--- src/rtl/core2wb.sv ---
// Core req/gnt/rvalid to pipelined Wishbone B4 master: 0-cycle request-to-strobe, 1-cycle ack-to-rvalid.
// Backpressure: wb_stall or a full outstanding count withholds core_gnt; the core holds its request meanwhile.
module core2wb #(
    parameter int MAX_OUTSTANDING = 2
) (
    input  logic        clk,
    input  logic        rst,

    input  logic        core_req,
    input  logic        core_we,
    input  logic [3:0]  core_be,
    input  logic [31:0] core_addr,
    input  logic [31:0] core_wdata,
    output logic        core_gnt,
    output logic        core_rvalid,
    output logic [31:0] core_rdata,
    output logic        core_err,

    output logic        wb_cyc,
    output logic        wb_stb,
    output logic        wb_we,
    output logic [29:0] wb_adr,
    output logic [3:0]  wb_sel,
    output logic [31:0] wb_dat_o,
    input  logic        wb_stall,
    input  logic        wb_ack,
    input  logic        wb_err,
    input  logic [31:0] wb_dat_i
);

    localparam int CW = $clog2(MAX_OUTSTANDING + 1);
    localparam logic [CW-1:0] MAX_CNT = CW'(MAX_OUTSTANDING);

    logic [CW-1:0] cnt;
    logic          room;
    logic          busy;
    logic          iss;
    logic          cmp;
    logic          unused_addr_lsb;

    assign unused_addr_lsb = ^core_addr[1:0];

    // Room is judged on the registered count so a same-cycle ack never feeds the strobe path.
    always_comb begin
        room     = (cnt < MAX_CNT);
        busy     = (cnt != '0);
        wb_stb   = core_req & room;
        core_gnt = wb_stb & ~wb_stall;
        iss      = core_gnt;
        cmp      = (wb_ack | wb_err) & busy;
        wb_cyc   = wb_stb | busy;
        wb_we    = core_we;
        wb_adr   = core_addr[31:2];
        wb_sel   = core_be;
        wb_dat_o = core_wdata;
    end

    always_ff @(posedge clk) begin
        if (rst) begin
            cnt <= '0;
        end else begin
            case ({iss, cmp})
                2'b10:   cnt <= cnt + CW'(1);
                2'b01:   cnt <= cnt - CW'(1);
                default: cnt <= cnt;
            endcase
        end
    end

    // Error takes priority over a simultaneous ack; acks with nothing outstanding are dropped.
    always_ff @(posedge clk) begin
        if (rst) begin
            core_rvalid <= 1'b0;
            core_err    <= 1'b0;
            core_rdata  <= 32'h0;
        end else begin
            core_rvalid <= cmp;
            core_err    <= cmp & wb_err;
            core_rdata  <= (cmp & wb_ack & ~wb_err) ? wb_dat_i : 32'h0;
        end
    end

endmodule
--- config.mk ---
export PLATFORM = sky130hd
export DESIGN_NAME = core2wb
export DESIGN_NICKNAME = d
export VERILOG_FILES = /design/src/rtl/core2wb.sv
export SDC_FILE = /design/constraint.sdc
export NUM_CORES = 1
export LEC_CHECK = 0
export CAP_MARGIN = 5
export CORE_MARGIN = 2
export CORE_UTILIZATION = 25
export DETAILED_ROUTE_END_ITERATION = 8
export GPL_TIMING_DRIVEN = 0
export PLACE_DENSITY = 0.81
export SLEW_MARGIN = 10
export SYNTH_ARGS = -nofsm -noshare
export SYNTH_HDL_FRONTEND = slang
export SYNTH_SLANG_ARGS = --single-unit
--- constraint.sdc ---
create_clock -name clk -period 1.26 [get_ports clk]
set_input_delay 0.189 -clock clk [delete_from_list [all_inputs] [get_ports clk]]
set_output_delay 0.189 -clock clk [all_outputs]
set_load 0.03 [all_outputs]
== After elaboration in Yosys (flattened, before gate mapping) ==
Cells that the tools add are included.

* Register bits: 36
* Input bits: 107

* Muxes and demuxes: 1
* Eq/ne operators: 2
* $add $sub $neg: 2
* Reductions and logical operators: 3
* Magnitude comparators: 1
* Bitwise logic cells: 11

{| class="wikitable"
|+ Operator list
! operator !! count
|-
| 1-bit AND || 6
|-
| 2-bit case mux with 2 select lines || 1
|-
| 2-bit nonzero test || 2
|-
| 1-bit NOT || 3
|-
| 2-bit by 1-bit adder with 2-bit output (second input constant) || 1
|-
| 2-bit by 1-bit == test with 1-bit output (second input constant) || 1
|-
| 2-bit == test (second input constant) || 1
|-
| 2-bit < comparator (second input constant) || 1
|-
| 1-bit OR || 2
|-
| 2-bit OR reduction || 1
|-
| 2-bit by 1-bit subtractor with 2-bit output (second input constant) || 1
|}

== Depth between registers and ports, before layout ==
* Depth after elaboration: 6
* Mapped depth: 4

== Least setup slack after synthesis ==
Ideal clock, no wire load.

* Path type: reg2reg
* From: register cnt[1]
* To: register core_rdata[10]
* Cell stages (with the launch flop): 5
* Arrival: 1.056 ns
* Period minus slack after synthesis: 1.114 ns
* Path buffers: 1
* Setup slack: 0.146 ns
* Cell sequence: dfxtp_1 o21bai_2 nor3b_4 buf_6 and2_1

* Cells in the longest elaborated chain, start to end: 6

{| class="wikitable"
|+ Ends and longest elaborated chain
! what !! line !! source
|-
| start, declared || 34 || <nowiki>logic [CW-1:0] cnt;</nowiki>
|-
| start signal, assigned || 63 || <nowiki>2'b10: cnt <= cnt + CW'(1);</nowiki>
|-
| start signal, assigned || 64 || <nowiki>2'b01: cnt <= cnt - CW'(1);</nowiki>
|-
| start signal, assigned || 65 || <nowiki>default: cnt <= cnt;</nowiki>
|-
| 2-bit nonzero test || 46 || <nowiki>busy = (cnt != '0);</nowiki>
|-
| 1-bit AND || 50 || <nowiki>cmp = (wb_ack | wb_err) & busy;</nowiki>
|-
| 1-bit AND (2 in series) || 79 || <nowiki>core_rdata <= (cmp & wb_ack & ~wb_err) ? wb_dat_i : 32'h0;</nowiki>
|-
| 1-bit NOT (no source line) || - ||
|-
| 2-bit OR reduction (no source line) || - ||
|-
| end signal, assigned || 79 ||
|-
| end, declared || 16 || <nowiki>output logic [31:0] core_rdata,</nowiki>
|}

No other way between the ends.
A chain may end at the register's enable or synchronous reset.

== Worst setup path in the final report ==
* From: register cnt[0]
* To: output wb_cyc

* Cells in the longest elaborated chain, start to end: 3

{| class="wikitable"
|+ Ends and longest elaborated chain
! what !! line !! source
|-
| 2-bit < comparator || 45 || <nowiki>room = (cnt < MAX_CNT);</nowiki>
|-
| 1-bit AND || 47 || <nowiki>wb_stb = core_req & room;</nowiki>
|-
| 1-bit OR (*) || 51 || <nowiki>wb_cyc = wb_stb | busy;</nowiki>
|-
| end, declared || 19 || <nowiki>output logic wb_cyc,</nowiki>
|}

Every way passes the cells marked *; elsewhere a longest branch is shown, timed or not.

==> run_results.csv <==
group,metric,value,unit
global_route,grt_overflow,0,
clock_network,cts_sinks,36,
sta,finalCritPeriodShare,106,%
yosys,ys_top_cells_by_count,"buf_4 (67), dfxtp_1 (36), and2_1 (32)",
routing,num_vias,1515,
yosys,syn-num-nets,264,
yosys,synth_edf_count,0,
min_path,min_to,"cnt[1]",
routing,avgViaCountPerCell,3.94,
routing,drt_iter0_markers,21,
clock_network,root_buffer,"clkbuf_8",
critical_path,reg2reg_depth,5,
routing,maxUsedRoutingLayer,"met4",
layout,drive_gt1_share,29.4,%
routing,drc_errors,0,
critical_path,arrival,1150,ps
yosys,yosys.area.top_type,"dfxtp_1",
floorplanning,ios,211,
global_route,grt_pass1_wl,7760,um
routing,wl_per_cell,13.3,um
sta,whs,414,ps
power,peakVddDrop,853,uV
yosys,async_flop_share,0,%
yosys,ys_ff_latch,36,
floorplanning,die_area,6970,um2
routing,wl_met3,644,um
sta,finClkSkew,2.04,ps
clock_network,clk_latency,280,ps
yosys,synth_area_leaders,"dfxtp_1 (46%), buf_4 (32%), and2_1 (13%)",
critical_path,worstSetupStartpointType,"flop",
global_route,grt_pass1_vias,1539,
yosys,ys_warn_count,0,
floorplanning,core-area,6030,um2
routing,wl,5110,um
routing,ant_nets,0,
job,maxCapViolations,0,
floorplanning,die-width,83.5,um
min_path,min_path_type,"in2reg",
min_path,hp-start,"core_req",
routing,wl_met1,1580,um
sta,setup_tns,-81.6,ps
sta,setup_slack,-81.6,ps
yosys,syn_inst,157,
sta,tightest_slew,359,ps
clock_network,clk_pin_slew,70,ps
yosys,synth_top_area_share,45.6,%
yosys,ys_types,17,
floorplanning,num_rows,28,
power,totalPowerFinal,2760,uW
yosys,ys_seq_area_share,45.6,%
global_route,grt_max_degree,13,
layout,diodes,0,
critical_path,rrSetupSlack,80,ps
floorplanning,initial_core_util,26.2,%
sta,fmax,0.745,GHz
yosys,yosys.cell_count.top_type,"buf_4",
placed_design,hpwl,4440,um
clock_network,htree_levels,2,
global_route,antenna_found_initial,0,
global_route,groute.usage.overall,14.1,%
status,outcome,"finished, violations left",
sta,setup_violations,1,
clock_network,cts_buffer_depth,2,
placed_design,place_area,3090,um2
critical_path,path_max_fanout,5,
sta,rsz0062_at_grt,"yes",
critical_path,r2r-end,"core_rdata[31]",
placed_design,gp_congestion,0.744,
clock_network,numCtsBuffers,5,
critical_path,r2r_start,"cnt[1]",
layout,area_growth,101,%
yosys,syn_area_per_cell,10.1,um2
placed_design,io_buffer_count,141,
critical_path,end_kind,"primary output",
power,p_leak,0.00155,uW
min_path,hold_path_depth,3,
layout,fin_util,52.7,%
clock_network,cts_tree,"yes",
routing,firstDrtPassIters,3,
yosys,synth_ff_type,"dfxtp_1",
yosys,synth_area,1580,um2
critical_path,critical_path_class,"reg2out",
sta,period_minus_slack,1340,ps
sta,slew_viol_final,0,
routing,dr_wl_met2,2700,um
power,cellPowerDensity,869,nW/um2
floorplanning,die_h,83.5,um
layout,final_area,3170,um2
layout,nets,416,
sta,hold_viol_final,0,
critical_path,crit_required,1070,ps
status,violations,"negative setup slack",
sta,relSlewSlack,76.0,%
routing by layer:
layer  up-vias  GRT usage [%]
li1        722              -
met1       660           12.8
met2       119           26.0
met3        14           6.43
met4         0           7.62
met5         -              0
logic make-up (layout without fill, tap and decap cells):
family                 Yosys count  count (layout)  share of synthesized area, %
and+or+nand+nor                 44              44                          17.6
buffers and inverters           71             224                          34.2
AOI/OAI and AO/OA                6               6                          2.61
DFF                             36              36                          45.6
where the power goes:
group	internal [uW]	total, uW	switching, uW	leakage (uW)
registers	1140	1150	4.19	0.000292
clock network	384	785	401	0.0000479
logic	447	824	378	0.00121
critical path, stage by stage (launching register included):
cell and delay (ps):
dfxtp_4 360, or3_4 360, buf_6 140
how the worst max path moves through the flow:
stage | start | to | slack (ps) | depth (start not counted)
6_report | cnt[0] | wb_cyc | -80 | 2
5_1_grt | cnt[0] | wb_cyc | -110 | 2
4_1_cts | cnt[1] | wb_cyc | -120 | 2
3_5_place_dp | core_req | core_gnt | -510 | 4
3_3_place_gp | core_req | core_gnt | -490 | 4
2_1_floorplan | cnt[1] | core_rdata[10] | 150 | 4
registers in the layout, indices dropped and copies added, names as in the netlist:
register     count
core_rvalid      1
core_rdata      32
core_err         1
cnt              2
through the flow:
stage                     setup WS, ps  instances
after floorplan                    146        157
after global placement            -490        373
after detailed placement          -509        373
after CTS                         -122        384
after global routing              -111        385
final                            -81.6        385
cell usage in the layout (no fill, tap or decap):
master,n
clkdlybuf4s50_1,103
buf_4,70
dlygate4sd2_1,35
dfxtp_1,34
and2_1,32
buf_6,5
clkbuf_8,5
nor2_1,4
nand3_1,2
o21ai_0,2
clkinv_2,2
buf_2,2
dfxtp_4,2
nor2b_1,1
nand2b_4,1
or3_4,1
o21bai_2,1
nor3b_4,1
or3_1,1
a211o_1,1
a31oi_1,1
nand4b_1,1
a21oi_1,1
inv_1,1
clkinv_4,1
layout make-up:
type	instances	area, um2
tap	75	93.8
inverter	1	3.75
sequential	36	728
clock buffer	5	68.8
clock inverter	3	18.8
timing repair buffer	145	1390
buffer	70	537
fill	551	2850
multi-input combinational	50	332
timing repair:
action | 4_1_cts | 5_1_grt
hold buffers | 0 | 0
cloned | 1 | 0
setup buffers | 2 | 1
resized for setup | 53 | 7
endpoints found under the setup margin | 67 | 35
endpoints found under the hold margin | 0 | 0
pin swaps | 1 | 1
Power figures use the tool's default switching activity.
==> edit 1 (same settings) <==
`MAX_OUTSTANDING`: 2 -> 1.
--- a/src/rtl/core2wb.sv
+++ b/src/rtl/core2wb.sv
@@ -1,7 +1,7 @@
 // Core req/gnt/rvalid to pipelined Wishbone B4 master: 0-cycle request-to-strobe, 1-cycle ack-to-rvalid.
 // Backpressure: wb_stall or a full outstanding count withholds core_gnt; the core holds its request meanwhile.
 module core2wb #(
-    parameter int MAX_OUTSTANDING = 2
+    parameter int MAX_OUTSTANDING = 1
 ) (
     input  logic        clk,
     input  logic        rst,
Formal check against the unedited RTL: not equivalent (a bounded check fails within 4 cycles, from zero or initial values and one cycle with rst high).
==> edit 1 against the original RTL <==
The run still ends with negative setup slack left. Clock power increased by 30%. Power increased by 22%. Combinational power increased by 40%. Wire length decreased by 5.5%. Synthesized area decreased by 3.1%. Sequential cell count decreased by 1. Hold slack improved by 0.051 ns. Global-route usage decreased by 1.4 points. Worst setup slack improved by 0.012 ns. Design area decreased by 1.2%. Sequential power increased by 3%. Register-to-register slack got worse by 0.07 ns. Clock skew increased by 0.0022 ns. Largest cell class unchanged.
==> edit 1: results (changes against the original RTL) <==
worst clock skew: 0.00421 ns (+0.00217 ns)
final WL: 4830 um (-5.5%)
Max VDD drop: 640 uV (-25%)
first-pass GRT wire length: 6260 um (-19%)
Post-CTS Setup Inserts: 1 (-1)
failing checks: negative setup slack
crit path launch: busy
number of global-route vias before repair: 1,325 (-14%)
outcome: finished with violations
Avg Cell Area, Syn: 10.3 um^2 (+2.1%)
Final WS setup: -0.0700 ns (+0.0116 ns)
routing usage on met1: 9.81% (-2.9 points)
CP top delay family: simple AND/OR/NAND/NOR gates
part of the power in registers: 35.5% (-6.1 points)
Vias/cell: 3.78 (-4.0%)
Synth area leaders: dfxtp_1, buf_4, and2_1
Nets: 406 (-2.4%)
Adder-Cell Fraction of Synth Area: 0.817% (+0.82 points)
Psw: 947 uW (+21%)
WL met3: 683 um (+6.1%)
Overall Global Routing Usage: 12.7% (-1.4 points)
dpl hpwl: 4280 um (-3.5%)
non-filler cells, final: 374 (-2.9%)
fillers: 549 (-0.36%)
met2 WL: 2640 um (-2.3%)
CP Max Fanout: 3 (-2)
Worst Hold Launch: wb_dat_i[7]
share of cells above drive strength 1: 29.1% (-0.26 points)
P_leak: 0.00154 uW (-0.84%)
largest net degree at the start of global routing: 12 (-1)
Synthesized Nets: 257 (-2.7%)
Final setup violation count: 1 (unchanged)
pre-CTS setup slack: -0.549 ns (-0.0402 ns)
Clock group: 1020 uW (+30%)
sequential area share after synthesis: 45.8% (+0.15 points)
WL met1: 1380 um (-13%)
edit 1: cell types whose count changed after synthesis, sizes merged, moves of 2 or more:
cell | unedited run | this run
nor2 | 4 | 2
nand3 | 2 | 0
o21ai | 2 | 0
or3 | 2 | 0
edit 1: area by class of cell:
class / instances / area [um^2] / share of cell area [%]
tap: 75 / 93.8 / 2.99
multi-input combinational: 44 / 307 / 9.78
timing repair buffer: 142 / 1380 / 43.9
buffer: 70 / 537 / 17.1
clock buffer: 6 / 82.6 / 2.63
clock inverter: 2 / 35.0 / 1.12
sequential: 35 / 704 / 22.5
edit 1: worst min path at each step:
stage | to | slack [ns] | cells past startpoint
2_1_floorplan | busy | 0.25 | 1
5_1_grt | core_rdata[24] | 0.46 | 2
3_3_place_gp | core_rvalid | 0.52 | 1
6_report | core_rdata[7] | 0.46 | 2
4_1_cts | core_rdata[7] | 0.45 | 2
3_5_place_dp | core_rvalid | 0.52 | 1
==> edit 2 (config.mk and constraints unchanged) <==
Without the edit above. `core_rdata` no longer has a reset.
--- a/src/rtl/core2wb.sv
+++ b/src/rtl/core2wb.sv
@@ -72,12 +72,14 @@
         if (rst) begin
             core_rvalid <= 1'b0;
             core_err    <= 1'b0;
-            core_rdata  <= 32'h0;
         end else begin
             core_rvalid <= cmp;
             core_err    <= cmp & wb_err;
-            core_rdata  <= (cmp & wb_ack & ~wb_err) ? wb_dat_i : 32'h0;
         end
     end
 
+    always_ff @(posedge clk) begin
+        core_rdata <= (cmp & wb_ack & ~wb_err) ? wb_dat_i : 32'h0;
+    end
+
 endmodule
Behaviour: differs if rst is asserted again (counterexample within 4 cycles, from zero or initial values and one cycle with rst high); with rst held inactive, the same outputs for 10 cycles.
==> edit 2 against the original RTL <==
The flow still finishes with violations (negative setup slack). Global-route usage barely moved. Design area increased by 2.6%. Sequential share of layout area is 0.57 points lower. Worst setup slack worse by 0.073 ns. Wire length shrank 0.92%. Synthesized area fell by 0.32%. Sequential cell count unchanged. Critical endpoint is now cnt[1]. Largest cell class unchanged.
Power is not compared: it rests on default switching activity, and its combinational part moved more than twofold at a synthesized area within 25%.
==> edit 2: results (changes against the original RTL) <==
initial drt markers: 19 (-9.5%)
Nets: 415 (-0.24%)
Synth area leaders: dfxtp_1, buf_4, and2_1
Int Pwr: 2900 uW
final WL: 5070 um (-0.92%)
Synthesized Nets: 263 (-0.38%)
Post-CTS Setup Inserts: 1 (-1)
Clock-cell share: 3.88% (+1.1 points)
routability cong.: 0.811 (+9.0%)
Seq cells: 36 (unchanged)
crit path launch: cnt[1]
Final WS setup: -0.154 ns (-0.0728 ns)
failing checks: negative setup slack
Logic pwr share: 43.0%
hold path endpoint: core_err
total power: 4310 uW
Hold Path Stages: 2 (-1)
dpl hpwl: 4500 um (+1.2%)
worst clock skew: 0.00240 ns (+0.000361 ns)
clkbuf count: 7 (+2)
crit path capture: cnt[1]
Post-synth top cells: buf_4, dfxtp_1, and2_1
CP top delay family: simple AND/OR/NAND/NOR gates
Slew headroom: 76.6% (+0.64 points)
largest net degree at the start of global routing: 12 (-1)
outcome: finished with violations
buffer share of cell area: 59.6% (-1.2 points)
ANT cells: 0 (unchanged)
Worst Hold Launch: wb_err
pre-CTS setup slack: -0.598 ns (-0.0892 ns)
Overall Global Routing Usage: 14.1% (+0.017 points)
fillers: 522 (-5.3%)
first-pass GRT wire length: 7730 um (-0.35%)
worst reg2reg path depth: 6 (+1)
Final setup violation count: 3 (+2)
share of cells above drive strength 1: 31.5% (+2.1 points)
sequential area share after synthesis: 45.8% (+0.14 points)
post_cts resized: 63 (+19%)
area of the multi-input gates: 363 um^2 (+9.4%)
Vias/cell: 3.88 (-1.5%)
distinct cell type count after synthesis: 18 (+1)
[edit 2: cells by family after synthesis]
logic type               after synthesis  share of synthesized area [%]
AO/OA/AOI/OAI                          2                          0.635
adder cells (fa/ha/maj)                1                          0.794
XOR/XNOR                               2                           1.11
flip-flops                            36                           45.8
AND/OR/NAND/NOR                       43                           17.4
buffers and inverters                 71                           34.3
[edit 2: routing by layer]
layer / up-vias / GRT usage [%] / share of wire, %
met1: 647 / 12.4 / 31
met4: 0 / 5.96 / 2.5
met2: 120 / 27.0 / 54
met3: 12 / 6.76 / 12
li1: 706 / - / -
met5: - / 0 / 0
[edit 2: metrics by stage]
step	setup TNS (ns)	cell area, um^2	hold WS [ns]	std cells
final	-0.310	3260	0.385	383
after global placement	-6.40	3090	0.519	371
after global routing	-1.16	3260	0.395	383
after floorplan	-0.213	1580	0.251	155
after detailed placement	-7.22	3090	0.558	371
after CTS	-0.245	3210	0.374	380
